$ cat src/rtl/mem_port_arbiter.sv
// Shares a pseudo-2-port memory among NUM_REQ clients using independent round-robin
// read and write arbiters with bounded burst ownership and a registered read-data stage.
module mem_port_arbiter #(
   parameter int unsigned NUM_REQ   = 4,
   parameter int unsigned WIDTH     = 16,
   parameter int unsigned HEIGHT    = 256,
   parameter int unsigned MAX_BURST = 4,
   localparam int unsigned AW       = $clog2(HEIGHT)
) (
   input  logic                     clk,
   input  logic                     rst,
   input  logic [NUM_REQ-1:0]       rd_req,
   input  logic [NUM_REQ*AW-1:0]    rd_addr,
   output logic [NUM_REQ-1:0]       rd_gnt,
   output logic [NUM_REQ-1:0]       rd_rvalid,
   output logic [WIDTH-1:0]         rd_rdata,
   input  logic [NUM_REQ-1:0]       wr_req,
   input  logic [NUM_REQ*AW-1:0]    wr_addr,
   input  logic [NUM_REQ*WIDTH-1:0] wr_data,
   output logic [NUM_REQ-1:0]       wr_gnt,
   output logic [AW-1:0]            mem_read_addr,
   output logic                     mem_read_en,
   input  logic [WIDTH-1:0]         mem_qout,
   output logic [AW-1:0]            mem_write_addr,
   output logic [WIDTH-1:0]         mem_din,
   output logic                     mem_write_en
);

   localparam int unsigned PW = (NUM_REQ > 1) ? $clog2(NUM_REQ) : 1;
   localparam int unsigned BW = $clog2(MAX_BURST + 1);

   typedef enum logic {IDLE, OWNED} state_t;

   function automatic logic [PW-1:0] wrap_inc(input logic [PW-1:0] v);
      if (32'(v) == NUM_REQ - 1) return '0;
      return v + 1'b1;
   endfunction

   logic [NUM_REQ-1:0] req_a [2];
   logic [NUM_REQ-1:0] gnt_a [2];

   assign req_a[0] = rd_req;
   assign req_a[1] = wr_req;

   // Port 0 arbitrates reads, port 1 writes; the two never share state.
   for (genvar p = 0; p < 2; p++) begin : g_port
      state_t             state_q, state_d;
      logic [PW-1:0]      ptr_q, ptr_d, owner_q, owner_d, cur, win;
      logic [BW-1:0]      bcnt_q, bcnt_d;
      logic [NUM_REQ-1:0] req, gnt;
      logic               found, others;

      assign req = req_a[p];

      always_ff @(posedge clk) begin
         if (rst) begin
            state_q <= IDLE;
            ptr_q   <= '0;
            owner_q <= '0;
            bcnt_q  <= '0;
         end else begin
            state_q <= state_d;
            ptr_q   <= ptr_d;
            owner_q <= owner_d;
            bcnt_q  <= bcnt_d;
         end
      end

      always_comb begin
         state_d = state_q;
         ptr_d   = ptr_q;
         owner_d = owner_q;
         bcnt_d  = bcnt_q;
         gnt     = '0;
         found   = 1'b0;
         win     = '0;
         cur     = ptr_q;
         others  = |(req & ~(NUM_REQ'(1) << owner_q));
         if (state_q == OWNED && req[owner_q] &&
             (bcnt_q < BW'(MAX_BURST) || !others)) begin
            gnt[owner_q] = 1'b1;
            if (bcnt_q < BW'(MAX_BURST)) bcnt_d = bcnt_q + 1'b1;
         end else begin
            // Losing ownership moves priority past the owner before the search.
            if (state_q == OWNED) begin
               cur   = wrap_inc(owner_q);
               ptr_d = cur;
            end
            for (int unsigned i = 0; i < NUM_REQ; i++) begin
               if (!found && req[cur]) begin
                  found = 1'b1;
                  win   = cur;
               end
               cur = wrap_inc(cur);
            end
            if (found) begin
               gnt[win] = 1'b1;
               state_d  = OWNED;
               owner_d  = win;
               bcnt_d   = BW'(1);
               ptr_d    = wrap_inc(win);
            end else begin
               state_d = IDLE;
            end
         end
      end

      assign gnt_a[p] = gnt;
   end

   assign rd_gnt       = rst ? '0 : gnt_a[0];
   assign wr_gnt       = rst ? '0 : gnt_a[1];
   assign mem_read_en  = |rd_gnt;
   assign mem_write_en = |wr_gnt;

   always_comb begin
      mem_read_addr  = '0;
      mem_write_addr = '0;
      mem_din        = '0;
      for (int unsigned i = 0; i < NUM_REQ; i++) begin
         if (rd_gnt[i]) mem_read_addr = rd_addr[i*AW +: AW];
         if (wr_gnt[i]) begin
            mem_write_addr = wr_addr[i*AW +: AW];
            mem_din        = wr_data[i*WIDTH +: WIDTH];
         end
      end
   end

   always_ff @(posedge clk) begin
      if (rst) begin
         rd_rvalid <= '0;
         rd_rdata  <= '0;
      end else begin
         rd_rvalid <= rd_gnt;
         if (|rd_gnt) rd_rdata <= mem_qout;
      end
   end

endmodule

$ cat config.mk
export PLATFORM = sky130hd
export DESIGN_NAME = mem_port_arbiter
export DESIGN_NICKNAME = d
export VERILOG_FILES = /design/src/rtl/mem_port_arbiter.sv
export SDC_FILE = /design/constraint.sdc
export NUM_CORES = 1
export LEC_CHECK = 0
export BUFFER_PORTS_ARGS = -buffer_cell sky130_fd_sc_hd__clkbuf_2
export CELL_PAD_IN_SITES_DETAIL_PLACEMENT = 2
export CELL_PAD_IN_SITES_GLOBAL_PLACEMENT = 2
export CORE_MARGIN = 1
export CORE_UTILIZATION = 20
export DETAILED_ROUTE_END_ITERATION = 6
export PLACE_DENSITY = 0.78
export SYNTH_ARGS = -nofsm -noshare
export SYNTH_HDL_FRONTEND = slang
export SYNTH_SLANG_ARGS = --single-unit
$ cat constraint.sdc
create_clock -name clk -period 3 [get_ports clk]
set_input_delay 0.15 -clock clk [delete_from_list [all_inputs] [get_ports clk]]
set_output_delay 0.15 -clock clk [all_outputs]
set_load 0.02 [all_outputs]
# After elaboration in Yosys (flattened, before gate mapping)
# Cells that the tools add are included.
# word_totals
input_bits	154
word_cells	230
reg_bits	36
output_inout_bits	62
# op_classes
n_reduce_logical	34
n_lt_le_gt_ge	18
n_addsub	12
shifts	2
eq_ne	12
n_mux	136
bitwise	6
# ops
cell	count
2-bit two-way mux	42
16-bit two-way mux	4
8-bit two-way mux	8
1-bit two-way mux	56
2-bit by 3-bit less-than comparator with 1-bit output, second input constant	12
4-bit two-way mux	6
2-bit by 1-bit adder with 2-bit output, second input constant	10
1-bit binary-select mux with 2-bit select	10
2-bit equality test, second input constant	10
3-bit two-way mux	6
4-bit OR reduction	4
1-bit logical AND	14
4-bit AND	2
1-bit demux with 2-bit select	4
2-bit by 1-bit >= comparator with 1-bit output, second input constant	4
1-bit zero test	8
4-bit NOT	2
2-bit AND reduction	4
1-bit by 2-bit left shift with 4-bit output, first input constant	2
3-bit by 1-bit adder with 3-bit output, second input constant	2
3-bit less-than comparator, second input constant	2
2-bit != test, second input constant	2
2-bit nonzero test	2
1-bit logical OR	2
1-bit NOT	2

# Depth between registers and ports, before layout
# depth
depth_word	42
depth_mapped	16
depth_no_buf	14

# Worst setup path before layout
# Ideal clock, no wire load.
# synth_path
path_kind	reg-to-output
start	reg g_port[1].owner_q[0]
end	out mem_din[10]
required_time_ns	2.850
path_buffers	0
arrival_time_ns	3.259
path_stages_with_launch	14
slack_ns	-0.409
path_cell_list	dfxtp_1 -> inv_1 -> ha_1 -> mux2_2 -> nand2_1 -> o21ai_0 -> a221oi_1 -> nand2_1 -> inv_1 -> ha_1 -> inv_1 -> o41ai_4 -> a221oi_1 -> a211oi_1
# synth_via
elab_chain_cells	38
word_cells_on_any_way	80
classes_between	4 x add/sub; 4 x order compare; 4 x eq/ne; 1 x shift; 52 x mux; 2 x bitwise; 13 x reduce/logical
# synth_lines
element	line_no	source
start: declaration	48	logic [PW-1:0] ptr_q, ptr_d, owner_q, owner_d, cur, win;
start signal: assignment	64	owner_q <= owner_d;
2-bit equality test	35	if (32'(v) == NUM_REQ - 1) return '0;
1-bit two-way mux	35	
1-bit two-way mux	85	if (state_q == OWNED) begin
1-bit two-way mux	79	if (state_q == OWNED && req[owner_q] &&
2-bit two-way mux	36	return v + 1'b1;
2-bit two-way mux	-	
2-bit two-way mux	79	
2-bit equality test	35	
(+20 left out)	-	
1-bit logical AND (not written as such)	97	gnt[win] = 1'b1;
1-bit two-way mux (not written as such)	97	
1-bit demux with 2-bit select	97	
4-bit two-way mux	96	if (found) begin
4-bit two-way mux *	79	
4-bit two-way mux *	112	assign wr_gnt = rst ? '0 : gnt_a[1];
16-bit two-way mux (3 in a row)	122	if (wr_gnt[i]) begin
16-bit two-way mux *	122	
end: declaration	25	output logic [WIDTH-1:0] mem_din,
# Mark *: on every way between the ends. The rest lies on a longest branch, timed or not. The select of a mux whose other input is x is not followed.

# Worst setup path in the final report
# layout_path
start	reg g_port[1].owner_q[1]
end	out mem_din[12]
# Same word-level chain as after synthesis.

==> reports/metrics.cfg <==
[outcome]
status = complete, but fails checks
failed_checks = negative setup slack

[route]
drcViolationCount = 0
wl_met2_mm = 13.5
dr.pass1.iters = 4
drtAntennaViolNets = 0
viasPerCell = 5.08
wirelength_mm = 23.4
met1_length_mm = 8.16
num_vias = 4753
wire_per_inst_um = 25.0
drt_iter0_drc = 130
met3_length_um = 819
maxUsedRoutingLayer = met4

[global_routing]
grt_pass1_wl_mm = 30.7
grt_max_degree = 19
overflow = 0
grt_usage = 0.226
antenna_found_initial = 0
grt_pass1_vias = 5350

[clocking]
ctsHoldBuffers = 0
cts_tree = yes
clk_pin_slew_worst_paths_ps = 60
clock_sinks = 36
clk_latency_ps = 280
root_buffer = clkbuf_16
cts_buffers = 5
cts_max_level = 2
clock_path_buffers = 2

[timing]
fin_skew_ps = 4.34
setup_ws_ps = -659
setup_violations = 37
max_clock_freq_mhz = 273
rsz0062_at_grt = yes
slew_viol_final = 0
timing.slew.headroom = 0.588
fin_crit_ps = 3660
period_share = 1.22
worstMarginPinSlew_ps = 616
hold_viol = 0

[synthesis]
yosysWarnings = 0
yosys.area.top_type = dfxtp_1
synth_edf_count = 0
synthTopCellsByArea = dfxtp_1 22%, mux2i_1 8.7%, nor2_1 7.6%
async_flop_share = 0
netlist_instances = 425
synth_nets = 597
ys_types = 46
seq_area_frac_synth = 0.216
yosys_register_bits = 36
syn_area_per_cell_um2 = 7.86
synth_ff_type = dfxtp_1
syn_area_um2 = 3340
synth_top_area_share = 0.216

[die]
initial_core_util = 0.207
io_pins = 216
core_um2 = 16100
die_width_um = 131
dieArea_um2 = 17200
die_h_um = 131
rows = 46

[power]
comb_power_share = 0.725
leakagePower_uw = 0.00312
p_per_area_nw_per_um2 = 624
intPower_uw = 2310
vdd_drop_max_mv = 0.221
switching_share = 0.448
clkPwrFrac = 0.132
p_seq_frac = 0.143
power.switching_uw = 1880
p_total_uw = 4190

[worst_setup_path]
end_kind = output pin
critPathMaxFanout = 6
crit_required_ps = 2850
crit_path_start_kind = flip-flop
criticalPathCategory = reg2out
crit_arrival_ps = 3510

[finish]
fill_cells = 1761
nets = 891
mostFrequentLayoutCell = clkbuf_2
drive_above_1_share = 0.625
finish.instance_area_um2 = 6710
areaGrowthSynthToFinish_pct = 101
final_cell_mix = 177 x clkbuf_2, 79 x buf_4, 63 x nor2_1
post-route-util = 0.417
diodes = 0

[place]
placedInstanceArea_um2 = 5170
port_buffers = 215
dp_hpwl_mm = 13.3
gp_congestion = 0.904

[min_path]
hold_class = in2reg

[flow_run]
maxCapViolCount = 0

worst max-delay path, cell delays in order, from the launching register on:
cell and delay [ps]:
dfxtp_2 350, inv_2 60, ha_4 230, mux2_4 310, a21o_1 230, a221oi_4 340, nand2_2 170, inv_4 120
ha_4 140, inv_4 40, o41ai_4 280, buf_6 220, buf_8 140, buf_12 110, a221oi_2 70, a211oi_2 220
buf_4 200
synthesized netlist by cell type, types with 2 or more instances:
master and n:
nor2_1 68, inv_1 40, dfxtp_1 36, nand2_1 36, mux2i_1 29, a21oi_1 21
a211oi_1 18, a211oi_2 18, ha_1 18, a221oi_1 17, nand3_1 15, clkbuf_1 11
nor2b_1 11, a221oi_2 9, o21ai_0 9, o31ai_1 8, buf_2 6, mux2_2 5
nand2b_1 5, nor4_1 4, a21o_1 3, a22oi_1 3, buf_6 3, nor3b_1 3
o41ai_2 3, and2_4 2, buf_4 2, nand4b_1 2, nor3_1 2, o21ai_1 2
final cells by class:
type | instances | area (um^2) | share of cell area
repair buffers | 309 | 2260 | 0.337
well taps | 216 | 270 | 0.0403
multi-input cells | 325 | 3130 | 0.466
repair inverters | 1 | 8.76 | 0.00130
flip-flops and latches | 36 | 728 | 0.108
clock buffers | 8 | 146 | 0.0218
inverters | 41 | 166 | 0.0248
kinds of logic after synthesis:
group | after synthesis | share of synthesized area
AND/OR/NAND/NOR | 153 | 0.209
adder cells (fa/ha/maj) | 18 | 0.0674
flip-flops | 36 | 0.216
multiplexers | 36 | 0.115
buffers and inverters | 64 | 0.0832
AO/OA/AOI/OAI | 118 | 0.310
flip-flops by register name, summed over array words and instances, names as in the netlist:
| signal | cells |
|---|---|
| rd_rdata | 16 |
| g_port.bcnt_q | 6 |
| g_port.owner_q | 4 |
| g_port.ptr_q | 4 |
| rd_rvalid | 4 |
| g_port.state_q | 2 |
what timing repair did:
item / 4_1_cts / 5_1_grt
cloned: 10 / 2
setup buffers: 20 / 13
gates resized for setup: 123 / 120
setup endpoints to repair: 53 / 55
pin swaps: 32 / 20
hold endpoints to repair: 0 / 0
metal layers:
layer	global-route usage	up-vias
met2	0.456	187
met3	0.0363	63
met1	0.226	2380
li1	-	2123
met5	0	-
met4	0.0882	0
worst paths after layout:
path                                startpoint                          endpoint  depth (start not counted)  slack (ps)
max          g_port[1].owner_q[1]$_SDFFE_PP0P_                       mem_din[12]                         16        -660
min                                mem_qout[1]          rd_rdata[1]$_SDFFE_PP0P_                          3         110
max reg2reg  g_port[0].owner_q[0]$_SDFFE_PP0P_          rd_rdata[2]$_SDFFE_PP0P_                         16          30
min reg2reg   g_port[1].bcnt_q[0]$_SDFFE_PP0P_  g_port[1].bcnt_q[0]$_SDFFE_PP0P_                          1         490
power groups by stage:
stage,Combinational (uW),Clock [uW],Sequential [uW]
after global placement,1880,0,593
after CTS,2470,566,593
after detailed placement,1970,0,598
final,3030,552,599
after floorplan,1140,0,646
after global routing,3160,586,606
metrics by stage:
step / hold WS [ps] / setup TNS [ps] / setup WS [ps] / cells
after floorplan: 265 / -32.4 / -32.4 / 425
after global placement: 384 / -6430 / -281 / 884
after detailed placement: 404 / -12870 / -398 / 884
after CTS: 97.3 / -11780 / -477 / 921
after global routing: 118 / -20040 / -735 / 936
final: 109 / -16610 / -659 / 936
Note: power is estimated with default switching activity, not from simulation.
